## src/rtl/ab_pair_packer_pkg.sv

```systemverilog
// l2_pkg: shared ab pair type and packer FIFO entry; parity field exists only with AB_PACKER_PARITY_EN.
package l2_pkg;
  typedef struct packed {
    logic [7:0] a;
    logic [7:0] b;
  } ab;
  typedef enum logic {ST_A, ST_B} pack_st_e;
  typedef struct packed {
    ab    pair;
    logic pad;
    logic last;
`ifdef AB_PACKER_PARITY_EN
    logic [1:0] par;
`endif
  } ab_entry_t;
  localparam ab AB_ZERO = '{a: 8'h00, b: 8'h00};
endpackage

```

## src/rtl/ab_pair_packer_fifo.sv

```systemverilog
// ab_pair_fifo: sync FIFO with wrap-bit pointers; head reads as zero while empty.
module ab_pair_fifo #(
  parameter int  DEPTH   = 4,
  parameter type entry_t = logic [17:0]
) (
  input  logic                     clk,
  input  logic                     rst_n,
  input  logic                     push,
  input  entry_t                   wdata,
  input  logic                     pop,
  output entry_t                   rdata,
  output logic [$clog2(DEPTH):0]   level,
  output logic                     full,
  output logic                     empty
);
  localparam int AW = $clog2(DEPTH);
  logic [AW:0] wp, rp;
  entry_t mem [DEPTH];
  always_ff @(posedge clk or negedge rst_n)
    if (!rst_n) begin
      wp <= '0;
      rp <= '0;
    end else begin
      if (push) wp <= wp + 1'b1;
      if (pop) rp <= rp + 1'b1;
    end
  always_ff @(posedge clk)
    if (push) mem[wp[AW-1:0]] <= wdata;
  assign empty = wp == rp;
  assign full  = (wp[AW] != rp[AW]) && (wp[AW-1:0] == rp[AW-1:0]);
  assign level = wp - rp;
  assign rdata = empty ? '0 : mem[rp[AW-1:0]];
endmodule

```

## src/rtl/ab_pair_packer.sv

```systemverilog
// ab_pair_packer: packs a byte stream into l2_pkg::ab pairs, padding odd frames, through a small FIFO.
// Optional out_par port when AB_PACKER_PARITY_EN is defined.
module ab_pair_packer
  import l2_pkg::*;
#(
  parameter int         DEPTH    = 4,
  parameter logic [7:0] PAD_BYTE = 8'h00
) (
  input  logic                   clk,
  input  logic                   rst_n,
  input  logic                   in_valid,
  output logic                   in_ready,
  input  logic [7:0]             in_data,
  input  logic                   in_last,
  output logic                   out_valid,
  input  logic                   out_ready,
  output logic [15:0]            out_ab,
  output logic                   out_pad,
  output logic                   out_last,
`ifdef AB_PACKER_PARITY_EN
  output logic [1:0]             out_par,
`endif
  output logic [$clog2(DEPTH):0] level
);
  localparam int LW = $clog2(DEPTH) + 1;
  pack_st_e st, st_nxt;
  logic [7:0] a_q;
  ab_entry_t ent, head;
  logic acc, push, pop, full, empty;
  logic [LW-1:0] lvl_nxt;
  assign acc = in_valid && in_ready;
  assign pop = out_valid && out_ready;
  always_comb begin
    st_nxt = st;
    push = 1'b0;
    ent = '0;
    ent.pair.a = st == ST_A ? in_data : a_q;
    ent.pair.b = st == ST_A ? PAD_BYTE : in_data;
    ent.pad = st == ST_A;
    ent.last = in_last;
`ifdef AB_PACKER_PARITY_EN
    ent.par = {^ent.pair.b, ^ent.pair.a};
`endif
    if (acc) begin
      push = st == ST_B || in_last;
      st_nxt = (st == ST_A && !in_last) ? ST_B : ST_A;
    end
  end
  // in_ready is registered from the post-edge occupancy so a push can never overflow
  assign lvl_nxt = level + LW'(push) - LW'(pop);
  always_ff @(posedge clk or negedge rst_n)
    if (!rst_n) begin
      st <= ST_A;
      a_q <= '0;
      in_ready <= 1'b0;
    end else begin
      st <= st_nxt;
      if (acc && st == ST_A) a_q <= in_data;
      in_ready <= lvl_nxt != LW'(DEPTH);
    end
  ab_pair_fifo #(.DEPTH(DEPTH), .entry_t(ab_entry_t)) u_fifo (
    .clk(clk), .rst_n(rst_n), .push(push), .wdata(ent), .pop(pop),
    .rdata(head), .level(level), .full(full), .empty(empty)
  );
  assign out_valid = !empty;
  assign out_ab    = head.pair;
  assign out_pad   = head.pad;
  assign out_last  = head.last;
`ifdef AB_PACKER_PARITY_EN
  assign out_par   = head.par;
`endif
endmodule

```

## config.mk

```make
export PLATFORM = sky130hd
export DESIGN_NAME = ab_pair_packer
export DESIGN_NICKNAME = d
export VERILOG_FILES = /design/src/rtl/ab_pair_packer_pkg.sv /design/src/rtl/ab_pair_packer_fifo.sv /design/src/rtl/ab_pair_packer.sv
export SDC_FILE = /design/constraint.sdc
export NUM_CORES = 1
export LEC_CHECK = 0
export CAP_MARGIN = 20
export CORE_ASPECT_RATIO = 1.5
export CORE_MARGIN = 5
export CORE_UTILIZATION = 44
export CTS_CLUSTER_SIZE = 40
export DETAILED_ROUTE_END_ITERATION = 8
export PLACE_DENSITY = 0.75
export SYNTH_ARGS = -nofsm -noshare
export SYNTH_HDL_FRONTEND = slang
export SYNTH_SLANG_ARGS = --single-unit
```

## constraint.sdc

```tcl
create_clock -name clk -period 8.08 [get_ports clk]
set_input_delay 1.616 -clock clk [delete_from_list [all_inputs] [get_ports clk]]
set_output_delay 1.616 -clock clk [all_outputs]
set_load 0.01 [all_outputs]
```

=== Yosys cells after proc, flatten, opt, wreduce, memory -nomap -nowiden ===
Memories as Yosys holds them, arrays and structs flattened.
Cells that the tools add are included.

* Muxes and demuxes: 7
* Bitwise gates (word level): 1
* Reduce and logical (&&, ||, !) cells: 7
* $add $sub $neg: 5
* Equality and inequality tests: 2

{| class="wikitable"
|+ Operators with widths
! operator !! number
|-
| two-way mux 18 bit || 1
|-
| two-way mux 8 bit || 2
|-
| adder 3 x 1 -> 3 bit, second input constant || 2
|-
| logical AND 1 bit || 4
|-
| two-way mux 1 bit || 4
|-
| adder 3 x 1 -> 3 bit || 1
|-
| equality test 3 bit || 1
|-
| != test 3 bit, second input constant || 1
|-
| subtractor 3 x 1 -> 3 bit || 1
|-
| subtractor 3 bit || 1
|-
| logical NOT 1 bit || 2
|-
| logical OR 1 bit || 1
|-
| NOT 1 bit || 1
|}

* Memories kept: 1
* Output and inout bits: 23
* Bits in registers: 16
* Input bits: 13
* Logic and storage cells: 28
* RAM bits: 72

{| class="wikitable"
|+ Memories
! name !! words !! bits a word !! read ports !! clocked after memory_dff !! wr ports !! RTL line !! source
|-
| u_fifo.mem || 4 || 18 || 1 || 0 || 1 || ab_pair_packer_fifo.sv:18 || <nowiki>entry_t mem [DEPTH];</nowiki>
|}

=== Depth between registers and ports, before layout ===
* Word-level depth: 5
* Depth in mapped cells: 13
* Mapped depth without buffers: 12

=== Modules after synthesis ===
A second synthesis with hierarchy kept.

* Cell total of the unflattened synthesis: 207
* Area total of the unflattened synthesis: 3,836.2 µm²

{| class="wikitable"
|+ Modules (own cells, without submodules)
! module !! instances !! cells an instance !! area each (µm²) !! seq. area each (µm²)
|-
| ab_pair_fifo || 1 || 153 || 3,186.8 || 2,312.2
|-
| ab_pair_packer || 1 || 54 || 649.4 || 250.2
|}

=== Worst setup path after synthesis ===
Ideal clock, no wire load.

* Path kind: reg-to-output
* Start: register u_fifo.rp[1]
* End: output port out_valid
* Required time: 6,464 ps
* Arrival: 1,737 ps
* Buffers on the path: 2
* Slack: 4,727 ps
* Stages on the path, launching flop included: 8
* Cells stage by stage: dfrtp_1 clkbuf_1 inv_1 ha_1 nand2_1 nor2_2 buf_6 inv_2

* Cells in the longest elaborated chain, start to end: 2

{| class="wikitable"
|+ Ends and longest elaborated chain
! item !! RTL line !! source
|-
| from (decl) || ab_pair_packer_fifo.sv:17 || <nowiki>logic [AW:0] wp, rp;</nowiki>
|-
| from (signal assigned) || ab_pair_packer_fifo.sv:25 || <nowiki>if (pop) rp <= rp + 1'b1;</nowiki>
|-
| equality test 3 bit || ab_pair_packer_fifo.sv:29 || <nowiki>assign empty = wp == rp;</nowiki>
|-
| logical NOT 1 bit || ab_pair_packer.sv:65 || <nowiki>assign out_valid = !empty;</nowiki>
|-
| to (decl) || ab_pair_packer.sv:15 || <nowiki>output logic out_valid,</nowiki>
|}

Every way passes these cells.

=== Worst setup path after layout ===
* Start: register u_fifo.rp[1]
* End: output port out_pad

* Cells in the longest elaborated chain, start to end: 2
* Elaborated cells between the ends (all ways): 3
* Classes of those cells: 1 x eq/ne; 1 x mux; 1 x memory

{| class="wikitable"
|+ Ends and longest elaborated chain
! item !! RTL line !! source
|-
| memory (4 x 18 bit) or equality test 3 bit (tied branches) || - ||
|-
| two-way mux 18 bit (*) || ab_pair_packer_fifo.sv:32 || <nowiki>assign rdata = empty ? '0 : mem[rp[AW-1:0]];</nowiki>
|-
| to (decl) || ab_pair_packer.sv:18 || <nowiki>output logic out_pad,</nowiki>
|}

Every way passes the cells marked *; elsewhere a longest branch is shown, timed or not.

==> Implementation_results.wiki <==
{| class="wikitable"
! Metric !! Value
|-
| Chip Height || 125 um
|-
| CTS tree || built
|-
| Worst-case hold path end point || a_q[6]
|-
| Relative slew slack || 30.2%
|-
| Area growth from synthesis to final layout || 18.7%
|-
| Endpoint of the most critical register-to-register path || in_ready
|-
| Data arrival at the endpoint of the critical path || 2.90 ns
|-
| Quantity of hold-fixing buffers added after cts || 0
|-
| Number of max-slew violations in the final report || 0
|-
| Total global routing overflow || 0
|-
| Met1 demand-to-capacity share in global routing || 15.4%
|-
| Setup-failing EPs final || 0
|-
| Post-detailed-placement half-perimeter wirelength || 4280 um
|-
| WL/cell || 18.1 um
|-
| Core area || 8720 sq um
|-
| DR iter-0 viols || 90
|-
| Worst reg2reg startpoint || u_fifo.rp[1]
|-
| Syn Std Cell Area || 3880 sq um
|-
| RSZ-0062 raised after global routing || no
|-
| Total GRT Usage || 13.2%
|-
| Largest fanout on the critical path || 22
|-
| Buffers from clock root to sink, at most || 2
|-
| Routing usage on met2 || 22.3%
|-
| Crit start category || flop
|-
| Crit path capture type || primary output
|-
| Post-CTS resize count || 0
|-
| Fraction of final layout cells sized beyond drive strength 1 || 22.9%
|-
| Post-DRT Antenna Nets || 0
|-
| Largest stage delay on the critical path || 0.97 ns
|-
| Gate count after technology mapping || 203
|-
| Result of the run || completed
|-
| GPL Wtd Cong || 0.755
|-
| Global-route layer with the greatest usage || met2
|-
| Total number of H-tree levels || 3
|-
| Final-layout fill cell count || 730
|-
| Peak ir drop on the vdd network || 428 uV
|-
| CTS Root Cell || sky130_fd_sc_hd__clkbuf_16
|-
| Antenna Cells || 0
|-
| Number of distinct library cells after synthesis || 31
|-
| Min-Delay Path Depth || 1
|-
| Sequential fraction of the synthesis area || 66.1%
|-
| CP Launch Point || u_fifo.rp[1]
|-
| Maxcap violations || 0
|-
| Via count of the first global-routing pass || 2004
|-
| Slack of the worst reg-to-reg path || 4.76 ns
|-
| Achievable Freq || 222 MHz
|-
| Pin count of the biggest net entering global routing || 23
|-
| Minimum period implied by the final worst setup slack || 4.51 ns
|-
| Startpoint of the lowest-slack hold path || a_q[6]
|-
| Syn Area/Cell || 19.1 sq um
|-
| Number of sinks driven by the clock tree || 88
|-
| Setup TNS || 0 ns
|-
| Initial standard-cell utilization of the core || 44.4%
|-
| Count of standard-cell rows || 42
|-
| Cells traversed along the worst timing path || inv_1, ha_1, nand2_1, nor2_2, buf_4, nor2b_1, clkdlybuf4s50_1
|-
| CP max stage cell || sky130_fd_sc_hd__dfrtp_1
|-
| Smallest hold slack || 0.501 ns
|-
| Hold violation total from the final report || 0
|-
| Post-Syn Nets || 227
|-
| Crit-path leading delay family || flip-flops
|-
| # Post-CTS Setup Buffers || 0
|-
| Worst Setup Path Type || flop to primary output
|-
| Flops & latches, synth || 88
|-
| Warning count from the yosys run || 0
|-
| Static power due to leakage || 0.00169 uW
|-
| Inserted Clock Buffers || 9
|-
| Quantity of I/O buffers inserted on ports || 35
|-
| Number of primary I/O pins || 36
|-
| Clock Pin Slew Worst Setup and Hold Paths || 0.06 ns
|-
| Number of vias per cell || 5.06
|-
| Net count of the finished layout || 268
|-
| Clk_lat worst skew || 0.33 ns
|-
| Buffers plus inverters on the worst setup path || 3
|-
| Transition at the pin with the smallest max-transition slack || 1.05 ns
|-
| Hold/Removal Path Class || flop to flop
|-
| Depth of the worst register-to-register path || 12
|-
| Period utilization || 55.9%
|-
| Fin Clk Skew || 0.00446 ns
|-
| Overall die width || 86.7 um
|-
| Total die area || 10800 sq um
|-
| Routed Wire Length || 6490 um
|-
| Global-route wire length before repair || 10500 um
|-
| Met3 global-route usage || 3.55%
|-
| Power Dens Cells || 424 nW/um^2
|-
| Number of antenna violations at the first check in global routing || 0
|-
| Total via count after detailed routing || 1816
|-
| DRT Pass-1 Iters || 4
|-
| Critical Path RT || 6.46 ns
|-
| DRC Markers || 0
|}
## Yosys cell counts
cell type	number	area share (%)
sky130_fd_sc_hd__xnor2_1	4	0.90
sky130_fd_sc_hd__xor2_1	1	0.23
sky130_fd_sc_hd__nor2b_1	9	1.5
sky130_fd_sc_hd__nor2b_4	9	3.2
sky130_fd_sc_hd__o211ai_1	1	0.19
sky130_fd_sc_hd__buf_2	1	0.13
sky130_fd_sc_hd__o21ai_2	1	0.23
sky130_fd_sc_hd__edfxtp_1	72	56
sky130_fd_sc_hd__xor2_2	2	0.84
sky130_fd_sc_hd__nor2_2	1	0.16
sky130_fd_sc_hd__mux4_1	9	6.1
sky130_fd_sc_hd__dfrtp_1	16	10
sky130_fd_sc_hd__and2_1	12	1.9
sky130_fd_sc_hd__mux2_4	1	0.39
sky130_fd_sc_hd__nor2_1	1	0.097
sky130_fd_sc_hd__mux2i_1	1	0.26
sky130_fd_sc_hd__o211a_1	1	0.26
sky130_fd_sc_hd__buf_12	1	0.52
sky130_fd_sc_hd__inv_2	1	0.097
sky130_fd_sc_hd__nor3_1	1	0.13
sky130_fd_sc_hd__nor3b_1	1	0.19
sky130_fd_sc_hd__nand3_2	1	0.26
sky130_fd_sc_hd__o21ai_0	1	0.13
sky130_fd_sc_hd__mux4_2	9	5.2
sky130_fd_sc_hd__fa_1	2	1.0
sky130_fd_sc_hd__nand2_1	3	0.29
sky130_fd_sc_hd__inv_1	10	0.97
sky130_fd_sc_hd__ha_1	9	2.9
sky130_fd_sc_hd__buf_6	2	0.58
sky130_fd_sc_hd__clkbuf_1	3	0.29
sky130_fd_sc_hd__mux2_2	17	4.9
## how the worst max path moves through the flow
stage | end | slack (ns) | cells past startpoint
final | out_pad | 3.57 | 7
after global routing | out_last | 3.35 | 7
after floorplan | out_valid | 4.73 | 7
after detailed placement | out_pad | 3.85 | 7
after global placement | out_ab[4] | 3.91 | 7
after CTS | out_pad | 3.48 | 7
## routing by layer
metal	part of all wire, %	routed length [um]	vias up
met4	2.2	143	0
met3	4.1	268	10
li1	-	-	848
met2	54	3530	38
met5	0	0	-
met1	39	2540	920
## cell type report
| class | count | area (sq um) | share of cell area, % |
|---|---|---|---|
| clock buffer | 12 | 236 | 5.14 |
| tap | 110 | 138 | 2.99 |
| inverter | 11 | 41.3 | 0.897 |
| multi-input combinational | 97 | 1210 | 26.4 |
| sequential | 88 | 2560 | 55.7 |
| timing repair buffer | 37 | 365 | 7.94 |
| clock inverter | 4 | 45.0 | 0.979 |
## metrics by stage
step	instances	util, %	cell area [sq um]	worst slack (ns)	power (uW)
floorplan	203	-	3880	4.73	1260
global placement	343	49.5	4320	3.91	1570
detailed placement	343	49.5	4320	3.85	1590
CTS	359	52.8	4600	3.48	1980
global route	359	52.8	4600	3.35	2070
finish	359	52.8	4600	3.57	1950
## placed cells by master (no fill, tap or decap), types with 10 or more instances in the layout
master                             n
sky130_fd_sc_hd__edfxtp_1         72
sky130_fd_sc_hd__clkdlybuf4s50_1  35
sky130_fd_sc_hd__mux2_2           17
sky130_fd_sc_hd__dfrtp_1          16
sky130_fd_sc_hd__and2_1           12
sky130_fd_sc_hd__inv_1            10
## sequential cells by signal, indices dropped and copies added (netlist names)
signal / cells
u_fifo.wp: 3
u_fifo.rp: 3
u_fifo.mem: 72
st: 1
a_q: 8
in_ready: 1
## worst reg2reg max path, stage by stage (launching register included)
cell	delay, ns
sky130_fd_sc_hd__dfrtp_1	0.97
sky130_fd_sc_hd__inv_1	0.11
sky130_fd_sc_hd__ha_1	0.31
sky130_fd_sc_hd__nand2_1	0.10
sky130_fd_sc_hd__o21ai_2	0.24
sky130_fd_sc_hd__inv_1	0.08
sky130_fd_sc_hd__ha_1	0.28
sky130_fd_sc_hd__inv_1	0.04
sky130_fd_sc_hd__ha_1	0.18
sky130_fd_sc_hd__fa_1	0.37
sky130_fd_sc_hd__xnor2_1	0.17
sky130_fd_sc_hd__nor3b_1	0.22
sky130_fd_sc_hd__mux2i_1	0.11
## power by group
| group | leakage [uW] | switching [uW] | total [uW] | internal [uW] |
|---|---|---|---|---|
| logic | 0.000703 | 376 | 864 | 488 |
| registers | 0.000847 | 74.4 | 696 | 621 |
| clock network | 0.000140 | 153 | 391 | 238 |
| total | 0.00169 | 603 | 1950 | 1350 |
## cell families (layout without fill, tap and decap cells)
| group | Yosys count | after routing | synth area share (%) |
|---|---|---|---|
| fa+ha+maj | 11 | 11 | 3.94 |
| xor+xnor | 7 | 7 | 1.97 |
| mux | 37 | 37 | 16.9 |
| simple gates | 38 | 38 | 7.71 |
| flops | 88 | 88 | 66.1 |
| compound gates | 4 | 4 | 0.807 |
| buf+inv | 18 | 64 | 2.58 |
Power figures use the tool's default switching activity.
